File: src/rtl/rf_write_arbiter_pkg.sv
// Shared definitions for the register-file write arbiter: defaults, FSM encoding, zero register.
package rf_write_arbiter_pkg;

    localparam int unsigned DefaultDataWidth = 32;
    localparam int unsigned DefaultAddrWidth = 5;
    localparam int unsigned DefaultNumRegs   = 32;

    // Writes to this register are accepted but dropped.
    localparam int unsigned ZeroRegAddr = 0;

    typedef enum logic [0:0] {
        StIdle = 1'b0,
        StWr   = 1'b1
    } state_e;

endpackage

File: src/rtl/rf_write_arbiter_if.sv
// Writeback request ports and register-file write port of the write arbiter.
interface rf_write_arbiter_if
    import rf_write_arbiter_pkg::*;
#(
    parameter int unsigned DATA_WIDTH = DefaultDataWidth,
    parameter int unsigned ADDR_WIDTH = DefaultAddrWidth,
    parameter int unsigned NUM_REGS   = DefaultNumRegs
) ();

    logic                  req0_valid;
    logic [ADDR_WIDTH-1:0] req0_addr;
    logic [DATA_WIDTH-1:0] req0_data;
    logic                  req0_ready;
    logic                  req1_valid;
    logic [ADDR_WIDTH-1:0] req1_addr;
    logic [DATA_WIDTH-1:0] req1_data;
    logic                  req1_ready;
    logic                  rf_stall;
    logic                  rf_we;
    logic [ADDR_WIDTH-1:0] rf_addr;
    logic [DATA_WIDTH-1:0] rf_data;
    logic [NUM_REGS-1:0]   rf_wsel;
    logic                  busy;

    modport slave (
        input  req0_valid, req0_addr, req0_data,
        output req0_ready,
        input  req1_valid, req1_addr, req1_data,
        output req1_ready,
        input  rf_stall,
        output rf_we, rf_addr, rf_data, rf_wsel, busy
    );

    modport master (
        output req0_valid, req0_addr, req0_data,
        input  req0_ready,
        output req1_valid, req1_addr, req1_data,
        input  req1_ready,
        output rf_stall,
        input  rf_we, rf_addr, rf_data, rf_wsel, busy
    );

endinterface

File: src/rtl/rf_write_arbiter_rr_arbiter_2.sv
// Two-input round-robin grant; the pointer flips to the other port after each transfer.
module rr_arbiter_2 (
    input  logic       clk,
    input  logic       rst_n,
    input  logic [1:0] valid,
    input  logic       advance,
    output logic [1:0] grant
);

    logic ptr_q, ptr_d;

    always_comb begin
        grant = 2'b00;
        case (valid)
            2'b01:   grant = 2'b01;
            2'b10:   grant = 2'b10;
            2'b11:   grant = ptr_q ? 2'b10 : 2'b01;
            default: grant = 2'b00;
        endcase
    end

    // A port-0 transfer hands priority to port 1 and vice versa.
    always_comb begin
        ptr_d = ptr_q;
        if (advance) ptr_d = grant[0];
    end

    always_ff @(posedge clk or negedge rst_n) begin
        if (!rst_n) ptr_q <= 1'b0;
        else        ptr_q <= ptr_d;
    end

endmodule

File: src/rtl/rf_write_arbiter.sv
// Shares the register-file write port between ALU and load writeback, one write per cycle.
// Optional same-cycle read forwarding is enabled with RF_WRITE_BYPASS_EN.
module rf_write_arbiter
    import rf_write_arbiter_pkg::*;
#(
    parameter int unsigned DATA_WIDTH = DefaultDataWidth,
    parameter int unsigned ADDR_WIDTH = DefaultAddrWidth,
    parameter int unsigned NUM_REGS   = DefaultNumRegs
) (
    input  logic                  CLK,
    input  logic                  RST,
    rf_write_arbiter_if.slave     bus
`ifdef RF_WRITE_BYPASS_EN
    ,
    input  logic [ADDR_WIDTH-1:0] byp_addr,
    output logic                  byp_hit,
    output logic [DATA_WIDTH-1:0] byp_data
`endif
);

    state_e                state_q, state_d;
    logic [ADDR_WIDTH-1:0] addr_q;
    logic [DATA_WIDTH-1:0] data_q;
    logic [1:0]            valid, grant, ready;
    logic                  can_accept, transfer, write_new, rf_we;
    logic [ADDR_WIDTH-1:0] win_addr;
    logic [DATA_WIDTH-1:0] win_data;

    assign valid = {bus.req1_valid, bus.req0_valid};

    rr_arbiter_2 u_rr_arbiter_2 (
        .clk     (CLK),
        .rst_n   (RST),
        .valid   (valid),
        .advance (transfer),
        .grant   (grant)
    );

    assign transfer  = |ready;
    assign win_addr  = grant[1] ? bus.req1_addr : bus.req0_addr;
    assign win_data  = grant[1] ? bus.req1_data : bus.req0_data;
    assign write_new = transfer && (win_addr != ADDR_WIDTH'(ZeroRegAddr));

    always_ff @(posedge CLK or negedge RST) begin
        if (!RST) state_q <= StIdle;
        else      state_q <= state_d;
    end

    always_comb begin
        state_d = state_q;
        unique case (state_q)
            StIdle: if (write_new) state_d = StWr;
            StWr:   if (!bus.rf_stall) state_d = write_new ? StWr : StIdle;
            default: state_d = StIdle;
        endcase
    end

    // A stalled write blocks new grants so the output stage holds still.
    always_comb begin
        can_accept = (state_q == StIdle) || !bus.rf_stall;
        ready      = (RST && can_accept) ? grant : 2'b00;
        rf_we      = (state_q == StWr);
    end

    always_ff @(posedge CLK or negedge RST) begin
        if (!RST) begin
            addr_q <= '0;
            data_q <= '0;
        end else if (write_new) begin
            addr_q <= win_addr;
            data_q <= win_data;
        end
    end

    assign bus.req0_ready = ready[0];
    assign bus.req1_ready = ready[1];
    assign bus.rf_we      = rf_we;
    assign bus.rf_addr    = addr_q;
    assign bus.rf_data    = data_q;
    // Row decode of the write address, gated so idle cycles select no row.
    assign bus.rf_wsel    = rf_we ? (NUM_REGS'(1) << addr_q) : '0;
    assign bus.busy       = rf_we;

`ifdef RF_WRITE_BYPASS_EN
    assign byp_hit  = rf_we && (addr_q == byp_addr) && (byp_addr != ADDR_WIDTH'(ZeroRegAddr));
    assign byp_data = byp_hit ? data_q : '0;
`endif

endmodule

File: src/flat_wrapper.sv
// flat-port wrapper written by rule: the top's interface ports become plain ports
module rf_write_arbiter_flat import rf_write_arbiter_pkg::*;
#(
    parameter int unsigned DATA_WIDTH = DefaultDataWidth,
    parameter int unsigned ADDR_WIDTH = DefaultAddrWidth,
    parameter int unsigned NUM_REGS   = DefaultNumRegs
)
  (CLK, RST, bus_req0_valid, bus_req0_addr, bus_req0_data, bus_req0_ready, bus_req1_valid, bus_req1_addr, bus_req1_data, bus_req1_ready, bus_rf_stall, bus_rf_we, bus_rf_addr, bus_rf_data, bus_rf_wsel, bus_busy);
  rf_write_arbiter_if #(.DATA_WIDTH(DATA_WIDTH), .ADDR_WIDTH(ADDR_WIDTH), .NUM_REGS(NUM_REGS)) bus_i ();
  input  logic CLK;
  input  logic RST;
  input wire logic [$bits(bus_i.req0_valid)-1:0] bus_req0_valid;
  input wire logic [$bits(bus_i.req0_addr)-1:0] bus_req0_addr;
  input wire logic [$bits(bus_i.req0_data)-1:0] bus_req0_data;
  output wire logic [$bits(bus_i.req0_ready)-1:0] bus_req0_ready;
  input wire logic [$bits(bus_i.req1_valid)-1:0] bus_req1_valid;
  input wire logic [$bits(bus_i.req1_addr)-1:0] bus_req1_addr;
  input wire logic [$bits(bus_i.req1_data)-1:0] bus_req1_data;
  output wire logic [$bits(bus_i.req1_ready)-1:0] bus_req1_ready;
  input wire logic [$bits(bus_i.rf_stall)-1:0] bus_rf_stall;
  output wire logic [$bits(bus_i.rf_we)-1:0] bus_rf_we;
  output wire logic [$bits(bus_i.rf_addr)-1:0] bus_rf_addr;
  output wire logic [$bits(bus_i.rf_data)-1:0] bus_rf_data;
  output wire logic [$bits(bus_i.rf_wsel)-1:0] bus_rf_wsel;
  output wire logic [$bits(bus_i.busy)-1:0] bus_busy;
  assign bus_i.req0_valid = bus_req0_valid;
  assign bus_i.req0_addr = bus_req0_addr;
  assign bus_i.req0_data = bus_req0_data;
  assign bus_req0_ready = bus_i.req0_ready;
  assign bus_i.req1_valid = bus_req1_valid;
  assign bus_i.req1_addr = bus_req1_addr;
  assign bus_i.req1_data = bus_req1_data;
  assign bus_req1_ready = bus_i.req1_ready;
  assign bus_i.rf_stall = bus_rf_stall;
  assign bus_rf_we = bus_i.rf_we;
  assign bus_rf_addr = bus_i.rf_addr;
  assign bus_rf_data = bus_i.rf_data;
  assign bus_rf_wsel = bus_i.rf_wsel;
  assign bus_busy = bus_i.busy;
  rf_write_arbiter #(.DATA_WIDTH(DATA_WIDTH), .ADDR_WIDTH(ADDR_WIDTH), .NUM_REGS(NUM_REGS)) u_core (.CLK(CLK), .RST(RST), .bus(bus_i));
endmodule
File: config.mk
export PLATFORM = sky130hd
export DESIGN_NAME = rf_write_arbiter_flat
export DESIGN_NICKNAME = d
export VERILOG_FILES = /design/src/rtl/rf_write_arbiter_pkg.sv /design/src/rtl/rf_write_arbiter_if.sv /design/src/rtl/rf_write_arbiter_rr_arbiter_2.sv /design/src/rtl/rf_write_arbiter.sv /design/src/flat_wrapper.sv
export SDC_FILE = /design/constraint.sdc
export NUM_CORES = 1
export LEC_CHECK = 0
export ABC_CLOCK_PERIOD_IN_PS = 1900
export CAP_MARGIN = 20
export CELL_PAD_IN_SITES_DETAIL_PLACEMENT = 0
export CELL_PAD_IN_SITES_GLOBAL_PLACEMENT = 1
export CORE_UTILIZATION = 25
export CTS_BUF_LIST = sky130_fd_sc_hd__clkbuf_8 sky130_fd_sc_hd__clkbuf_16
export DETAILED_ROUTE_END_ITERATION = 7
export PLACE_DENSITY = 0.8
export SLEW_MARGIN = 10
export SYNTH_ARGS = -nofsm -noshare
export SYNTH_HDL_FRONTEND = slang
export SYNTH_SLANG_ARGS = --single-unit
File: constraint.sdc
create_clock -name CLK -period 1.9 [get_ports CLK]
set_clock_uncertainty 0.15 [all_clocks]
set_input_delay 0.57 -clock CLK [delete_from_list [all_inputs] [get_ports CLK]]
set_output_delay 0.57 -clock CLK [all_outputs]
set_load 0.05 [all_outputs]
==> run metrics, run 1 <==
CTS Root Cell clkbuf_8; H-Tree Depth 2; sequential group share of total power 0.250; hold crit path type input pin to asynchronous set/reset pin; post-synth top area share 0.392; num ports 152; Comb power frac 0.644; crit path launch type flip-flop; IR drop worst, VDD 0.563 mV; antenna violations before repair 1; post-synthesis register bit count 39; leakage power 2.51 nW; wire length per cell 15.4 µm; first-pass GRT wire length 13400 µm; Worst-path clk slew 0.08 ns; Slew Viols, Final 0; initial DRC count 67; critical path peak fanout 4; RSZ-0062 raised after global routing yes; register area share after synthesis 0.392; Port Buffers 151; grt total ovfl 0; FP Rows 36; GPL Wtd Cong 0.800; first drt pass iteration count 4; most common library cells after synthesis 39 x dfrtp_1, 36 x mux2_2, 29 x mux2_4, 26 x nor2_1, 9 x nor3_1; WP data required 1.18 ns; met2 usage in global routing 0.320; CTS buffer count 5; CTS max path bufs 2; # fillers 786; failing checks negative setup slack; Post-synth EDFFs 0; Fin. Hold Viols 0; PwrDens 863 nW/µm²; top cell type by total area after synthesis dfrtp_1; worst-skew pair later-pin latency 0.28 ns; NetSw 2.13 mW; TNS Setup -11.70 ns; cell area after synthesis 2490 µm²; worst setup margin -0.300 ns; min Tclk post-route 2.20 ns; Crit. End Element primary output; fraction of layout cells with a size suffix above 1 0.668; Core Area 9730 µm²; Routed Wire Length 8540 µm; DRC viols 0; synth warn 0; dpl hpwl 6570 µm; Syn Area/Cell 11.8 µm²; Syn Inst Count 210; Worst EP arrival 1.48 ns; status finished, violations left; Unique masters post-synth 38; Area growth syn-to-layout 142%; Initial Utilization 0.256; Syn Nets 289; Sw Share 0.409; share of flip-flops with an asynchronous set or reset 1.00; GRT Total Usage 0.170; R2R depth 8; die area 10400 µm²; largest cells by area after synthesis dfrtp_1 39%, mux2_4 18%, mux2_2 16%; crit share post-route 1.16; Pint 3.07 mW; most frequent cell after synthesis dfrtp_1; GR Util met1 0.184; final core occ 0.619; Die H 102 µm; MaxCap Viol Count 0; FMAX 454 MHz; Via density 4.48; number of global-route vias before repair 2631; final setup fails 68; crit path kind flip-flop to primary output; cell total after placement 530; largest net degree at the start of global routing 40; CTS tree done; post-route ant nets 0; Pwr Total 5.19 mW; GR Util met3 0.0504; CTS sink cnt 39; most used routing layer met2; Most used DFF post-synth dfrtp_1; fin nets 500; Layout Cells excl Fill 556; Vias 2493; worst-margin pin slew 0.495 ns; die width 102 µm; Clk pwr share 0.107; headroom to the max-slew limit 0.670
[power groups by stage]
| stage | logic (mW) | registers (mW) | clock network [mW] |
|---|---|---|---|
| 5_1_grt | 3.48 | 1.33 | 0.609 |
| 6_report | 3.34 | 1.30 | 0.553 |
| 3_5_place_dp | 3.13 | 1.30 | 0 |
| 2_1_floorplan | 1.00 | 1.89 | 0 |
| 3_3_place_gp | 3.09 | 1.30 | 0 |
| 4_1_cts | 3.34 | 1.30 | 0.577 |
[cell type report]
| cell class | count | area (µm²) | area share |
|---|---|---|---|
| multi-input combinational | 156 | 1830 | 0.303 |
| sequential | 39 | 983 | 0.163 |
| clock buffer | 5 | 68.8 | 0.0114 |
| inverter | 1 | 3.75 | 0.000623 |
| antenna | 1 | 2.50 | 0.000416 |
| clock inverter | 3 | 16.3 | 0.00270 |
| tap | 133 | 166 | 0.0276 |
| timing repair buffer | 218 | 2950 | 0.490 |
[cell families after synthesis]
logic type / Yosys count / share of synthesized area
compound gates: 20 / 0.0604
buf+inv: 15 / 0.0548
flops: 39 / 0.392
mux: 68 / 0.351
simple gates: 68 / 0.142
[layer usage]
metal | wire (µm) | part of all wire | vias to the layer above
met2 | 4800 | 0.56 | 110
met4 | 94 | 0.011 | 0
met1 | 3020 | 0.35 | 1187
met3 | 632 | 0.074 | 6
li1 | - | - | 1190
met5 | 0 | 0 | -
[flip-flops by register name, indices dropped and copies added (netlist names)]
signal	count
u_core.bus.rf_data	32
u_core.u_rr_arbiter_2.ptr_q	1
u_core.bus.busy	1
u_core.bus.rf_addr	5
[through the flow]
| stage | cell area (µm²) | hold WS, ns | setup slack, ns |
|---|---|---|---|
| 3_3_place_gp | 5510 | 0.406 | -0.638 |
| 3_5_place_dp | 5510 | 0.408 | -0.693 |
| 2_1_floorplan | 2860 | 0.124 | -0.518 |
| 5_1_grt | 6020 | 0.274 | -0.375 |
| 4_1_cts | 6000 | 0.241 | -0.324 |
| 6_report | 6020 | 0.230 | -0.300 |
[cell usage in the layout, fill, tap and decap left out, types with 3 or more instances in the layout]
cell | Yosys | routed
buf_12 | 3 | 82
clkdlybuf4s50_1 | 0 | 64
buf_4 | 1 | 36
mux2_4 | 29 | 33
dfrtp_1 | 39 | 33
mux2_2 | 36 | 32
nor2_4 | 0 | 24
buf_6 | 3 | 17
nor3_4 | 1 | 8
nand2b_4 | 0 | 6
buf_2 | 4 | 6
dfrtp_2 | 0 | 6
nand2_4 | 1 | 5
nand3_1 | 6 | 5
clkbuf_8 | 0 | 5
o211ai_1 | 4 | 4
clkdlybuf4s15_1 | 0 | 4
nand4b_1 | 3 | 3
o21ai_0 | 3 | 3
dlygate4sd2_1 | 0 | 3
buf_8 | 0 | 3
[critical path, cell delays in order (launching register included)]
cell,delay [ns]
dfrtp_2,0.40
nor2b_4,0.19
buf_6,0.12
nand3_4,0.10
buf_6,0.14
nor2_4,0.09
buf_12,0.14
[repair_timing]
item	4_1_cts	5_1_grt
cloned	4	0
setup endpoints to repair	73	74
setup buffers	14	4
hold buffers	0	0
pin swaps	17	11
gates resized for setup	71	23
[final timing paths]
kind / startpoint / to / slack [ns]
max in group asynchronous: RST / u_core.bus.rf_addr[3]$_DFFE_PN0P_ / 1.00
setup / recovery: u_core.bus.busy$_DFF_PN0_ / bus_rf_wsel[7] / -0.30
min in group CLK: u_core.bus.rf_data[10]$_DFFE_PN0P_ / u_core.bus.rf_data[10]$_DFFE_PN0P_ / 0.43
hold reg to reg: u_core.bus.rf_data[10]$_DFFE_PN0P_ / u_core.bus.rf_data[10]$_DFFE_PN0P_ / 0.43
hold / removal: RST / u_core.bus.rf_data[12]$_DFFE_PN0P_ / 0.23
setup reg to reg: u_core.bus.busy$_DFF_PN0_ / u_core.bus.rf_data[5]$_DFFE_PN0P_ / -0.14
(Power assumes the default switching activity.)
==> run 2: changes to the inputs <==
--- a/config.mk
+++ b/config.mk
@@ -9,11 +9,13 @@
 export CAP_MARGIN = 20
 export CELL_PAD_IN_SITES_DETAIL_PLACEMENT = 0
 export CELL_PAD_IN_SITES_GLOBAL_PLACEMENT = 1
-export CORE_UTILIZATION = 25
+export CORE_UTILIZATION = 24
 export CTS_BUF_LIST = sky130_fd_sc_hd__clkbuf_8 sky130_fd_sc_hd__clkbuf_16
 export DETAILED_ROUTE_END_ITERATION = 7
-export PLACE_DENSITY = 0.8
-export SLEW_MARGIN = 10
+export GPL_TIMING_DRIVEN = 1
+export PLACE_DENSITY = 0.79
+export SLEW_MARGIN = 20
 export SYNTH_ARGS = -nofsm -noshare
 export SYNTH_HDL_FRONTEND = slang
+export SYNTH_HIERARCHICAL = 1
 export SYNTH_SLANG_ARGS = --single-unit
==> run 2 against run 1 <==
Effect of this change: the flow still finishes with violations (negative setup slack); first-iteration DRC count down 48%; non-clock buffer count down 13; cell count down 6.1%; via count down 11%; sequential power up 18%; design area down 2.5%; hold slack worse by 0.012 ns; critical endpoint is now u_core/bus.rf_data[8]$_DFFE_PN0P_; largest cell class unchanged.
==> run metrics, run 2 <==
Syn Area/Cell 12.2 µm²; num ports 152; TNS Setup -20.54 ns; final setup fails 71; antenna violations before repair 1; largest net degree at the start of global routing 40; Via density 4.27; commonest non-fill, non-tap cells in the layout 81 x buf_12, 68 x clkdlybuf4s50_1, 42 x mux2_2; Clk pwr share 0.101; post-synthesis register bit count 39; Core Area 9280 µm²; DRC viols 0; Fin. Hold Viols 0; Syn Nets 269; headroom to the max-slew limit 0.657; Sw Share 0.426; status finished, violations left; min Tclk post-route 2.26 ns; largest cells by area after synthesis dfrtp_1 42%, mux2_2 20%, mux2_4 19%; Routed Wire Length 8130 µm; Slew Viols, Final 0; Vias 2229; share of flip-flops with an asynchronous set or reset 1.00; most common library cells after synthesis 42 x mux2_2, 39 x dfrtp_1, 29 x mux2_4, 25 x nor2_1, 8 x nor3_1; fraction of layout cells with a size suffix above 1 0.704; WP data required 1.92 ns; CTS buffer count 5; grt total ovfl 0; post-synthesis compound-gate area fraction 0.0362; CTS max path bufs 2; crit path launch type input pin; die width 100 µm; most frequent cell after synthesis mux2_2; max reg flops 32; Die H 100 µm; CTS sink cnt 39; most common cell after layout, fill and taps aside buf_12; GRT Total Usage 0.166; Fin Hold WS 0.218 ns; H-Tree Depth 2; leakage power 2.41 nW; worst setup margin -0.358 ns; Syn Inst Count 190; dpl hpwl 6260 µm; post-route ant nets 0; die area 10000 µm²; Area growth syn-to-layout 154%; Port Buffers 151; register area share after synthesis 0.422; GPL Wtd Cong 0.702; Unique masters post-synth 26; failing checks negative setup slack; post-synthesis mux area share 0.401; simple-gate share of the synthesized area 0.107; CTS tree done; sequential group share of total power 0.212; cell area after synthesis 2310 µm²; crit share post-route 1.19; Post-synth EDFFs 0; Initial Utilization 0.249; Worst EP arrival 2.28 ns; xor/xnor cell area share of the yosys netlist 0; IR drop worst, VDD 0.648 mV; FMAX 443 MHz; worst-margin pin slew 0.514 ns; NetSw 3.07 mW; Pint 4.15 mW; area share of fa/ha/maj cells after synthesis 0; critical path peak fanout 6; Worst-path clk slew 0.08 ns; initial DRC count 35; RSZ-0062 raised after global routing yes; synth warn 6; PwrDens 1230 nW/µm²; Most used DFF post-synth dfrtp_1; FP Rows 35; MaxCap Viol Count 0; Comb power frac 0.687; first-pass GRT wire length 12900 µm; fin nets 470; post-synth top area share 0.422; Crit. End Element flip-flop; CTS Root Cell clkbuf_8; top cell type by total area after synthesis dfrtp_1; worst-skew pair later-pin latency 0.29 ns; crit path kind input pin to flip-flop; wire length per cell 15.6 µm; number of global-route vias before repair 2415; hold crit path type input pin to asynchronous set/reset pin; first drt pass iteration count 3; largest family of logic cells by synthesized area multiplexers
## run 2: area by class of cell
cell class / count / area, µm²
antenna: 1 / 2.50
clock buffer: 6 / 82.6
timing repair buffer: 205 / 2860
fill: 705 / 3410
tap: 129 / 161
sequential: 39 / 983
clock inverter: 2 / 35.0
multi-input combinational: 137 / 1740
inverter: 3 / 11.3
## run 2: cell families (layout without fill, tap and decap cells)
family / count (synthesis) / after routing
simple gates: 54 / 54
flops: 39 / 39
other cells: 0 / 1
buf+inv: 14 / 216
compound gates: 10 / 10
mux: 73 / 73
## run 2: routing by layer
metal  wire, µm  vias to the layer above  share of wire  GRT usage
met5          0                        -              0          0
met4         68                        0         0.0084     0.0379
met3        340                        6          0.042     0.0348
met2       4620                       69           0.57      0.311
met1       3100                     1076           0.38      0.192
li1           -                     1078              -          -
## run 2: timing repair
item,in CTS,in global routing
gates resized for setup,78,14
pin swaps,19,8
cloned,3,0
setup buffers,14,7
hold buffers,0,0
endpoints found under the setup margin,73,75
## run 2: final timing paths
kind,startpoint,to,slack (ns),cells past startpoint
worst max-delay path,bus_req1_addr[0],u_core/bus.rf_data[8]$_DFFE_PN0P_,-0.36,7
worst min-delay path,RST,u_core/bus.rf_data[13]$_DFFE_PN0P_,0.22,2
worst max register to register,u_core/u_rr_arbiter_2/ptr_q$_DFFE_PN0P_,u_core/bus.rf_data[8]$_DFFE_PN0P_,-0.36,8
worst min register to register,u_core/bus.rf_data[24]$_DFFE_PN0P_,u_core/bus.rf_data[24]$_DFFE_PN0P_,0.43,1
max in group asynchronous,RST,u_core/bus.rf_addr[0]$_DFFE_PN0P_,1.00,2
min in group CLK,u_core/bus.rf_data[24]$_DFFE_PN0P_,u_core/bus.rf_data[24]$_DFFE_PN0P_,0.43,1
## run 2: through the flow
| step | std cells | total power [mW] | area, µm² | setup WS [ns] | utilization |
|---|---|---|---|---|---|
| detailed placement | 494 | 5.96 | 5260 | -0.984 | 0.566 |
| global placement | 494 | 5.91 | 5260 | -0.904 | 0.566 |
| floorplan | 190 | 3.78 | 2680 | -0.500 | - |
| global route | 522 | 7.48 | 5870 | -0.423 | 0.632 |
| finish | 522 | 7.22 | 5870 | -0.358 | 0.632 |
| CTS | 518 | 7.17 | 5800 | -0.353 | 0.625 |
## run 2: power by group through the flow
stage | clock, mW | combinational [mW] | sequential, mW
CTS | 0.749 | 4.89 | 1.53
floorplan | 0 | 1.34 | 2.44
finish | 0.729 | 4.96 | 1.53
global placement | 0 | 4.39 | 1.51
detailed placement | 0 | 4.45 | 1.52
global route | 0.778 | 5.14 | 1.57
## run 2: critical path, stage by stage
cell and delay, ns:
dlygate4sd2_1 0.25, or4b_4 0.55, o22ai_4 0.21, a21oi_4 0.11
buf_12 0.16, buf_12 0.14, mux2_4 0.29
==> run 3: changes to the inputs <==
--- a/config.mk
+++ b/config.mk
@@ -11,6 +11,7 @@
 export CELL_PAD_IN_SITES_GLOBAL_PLACEMENT = 1
 export CORE_UTILIZATION = 24
 export CTS_BUF_LIST = sky130_fd_sc_hd__clkbuf_8 sky130_fd_sc_hd__clkbuf_16
+export CTS_CLUSTER_DIAMETER = 100
 export DETAILED_ROUTE_END_ITERATION = 7
 export GPL_TIMING_DRIVEN = 1
 export PLACE_DENSITY = 0.79
==> results of run 3 <==
The final DEF is identical to that of run 2; final timing and power are the same.
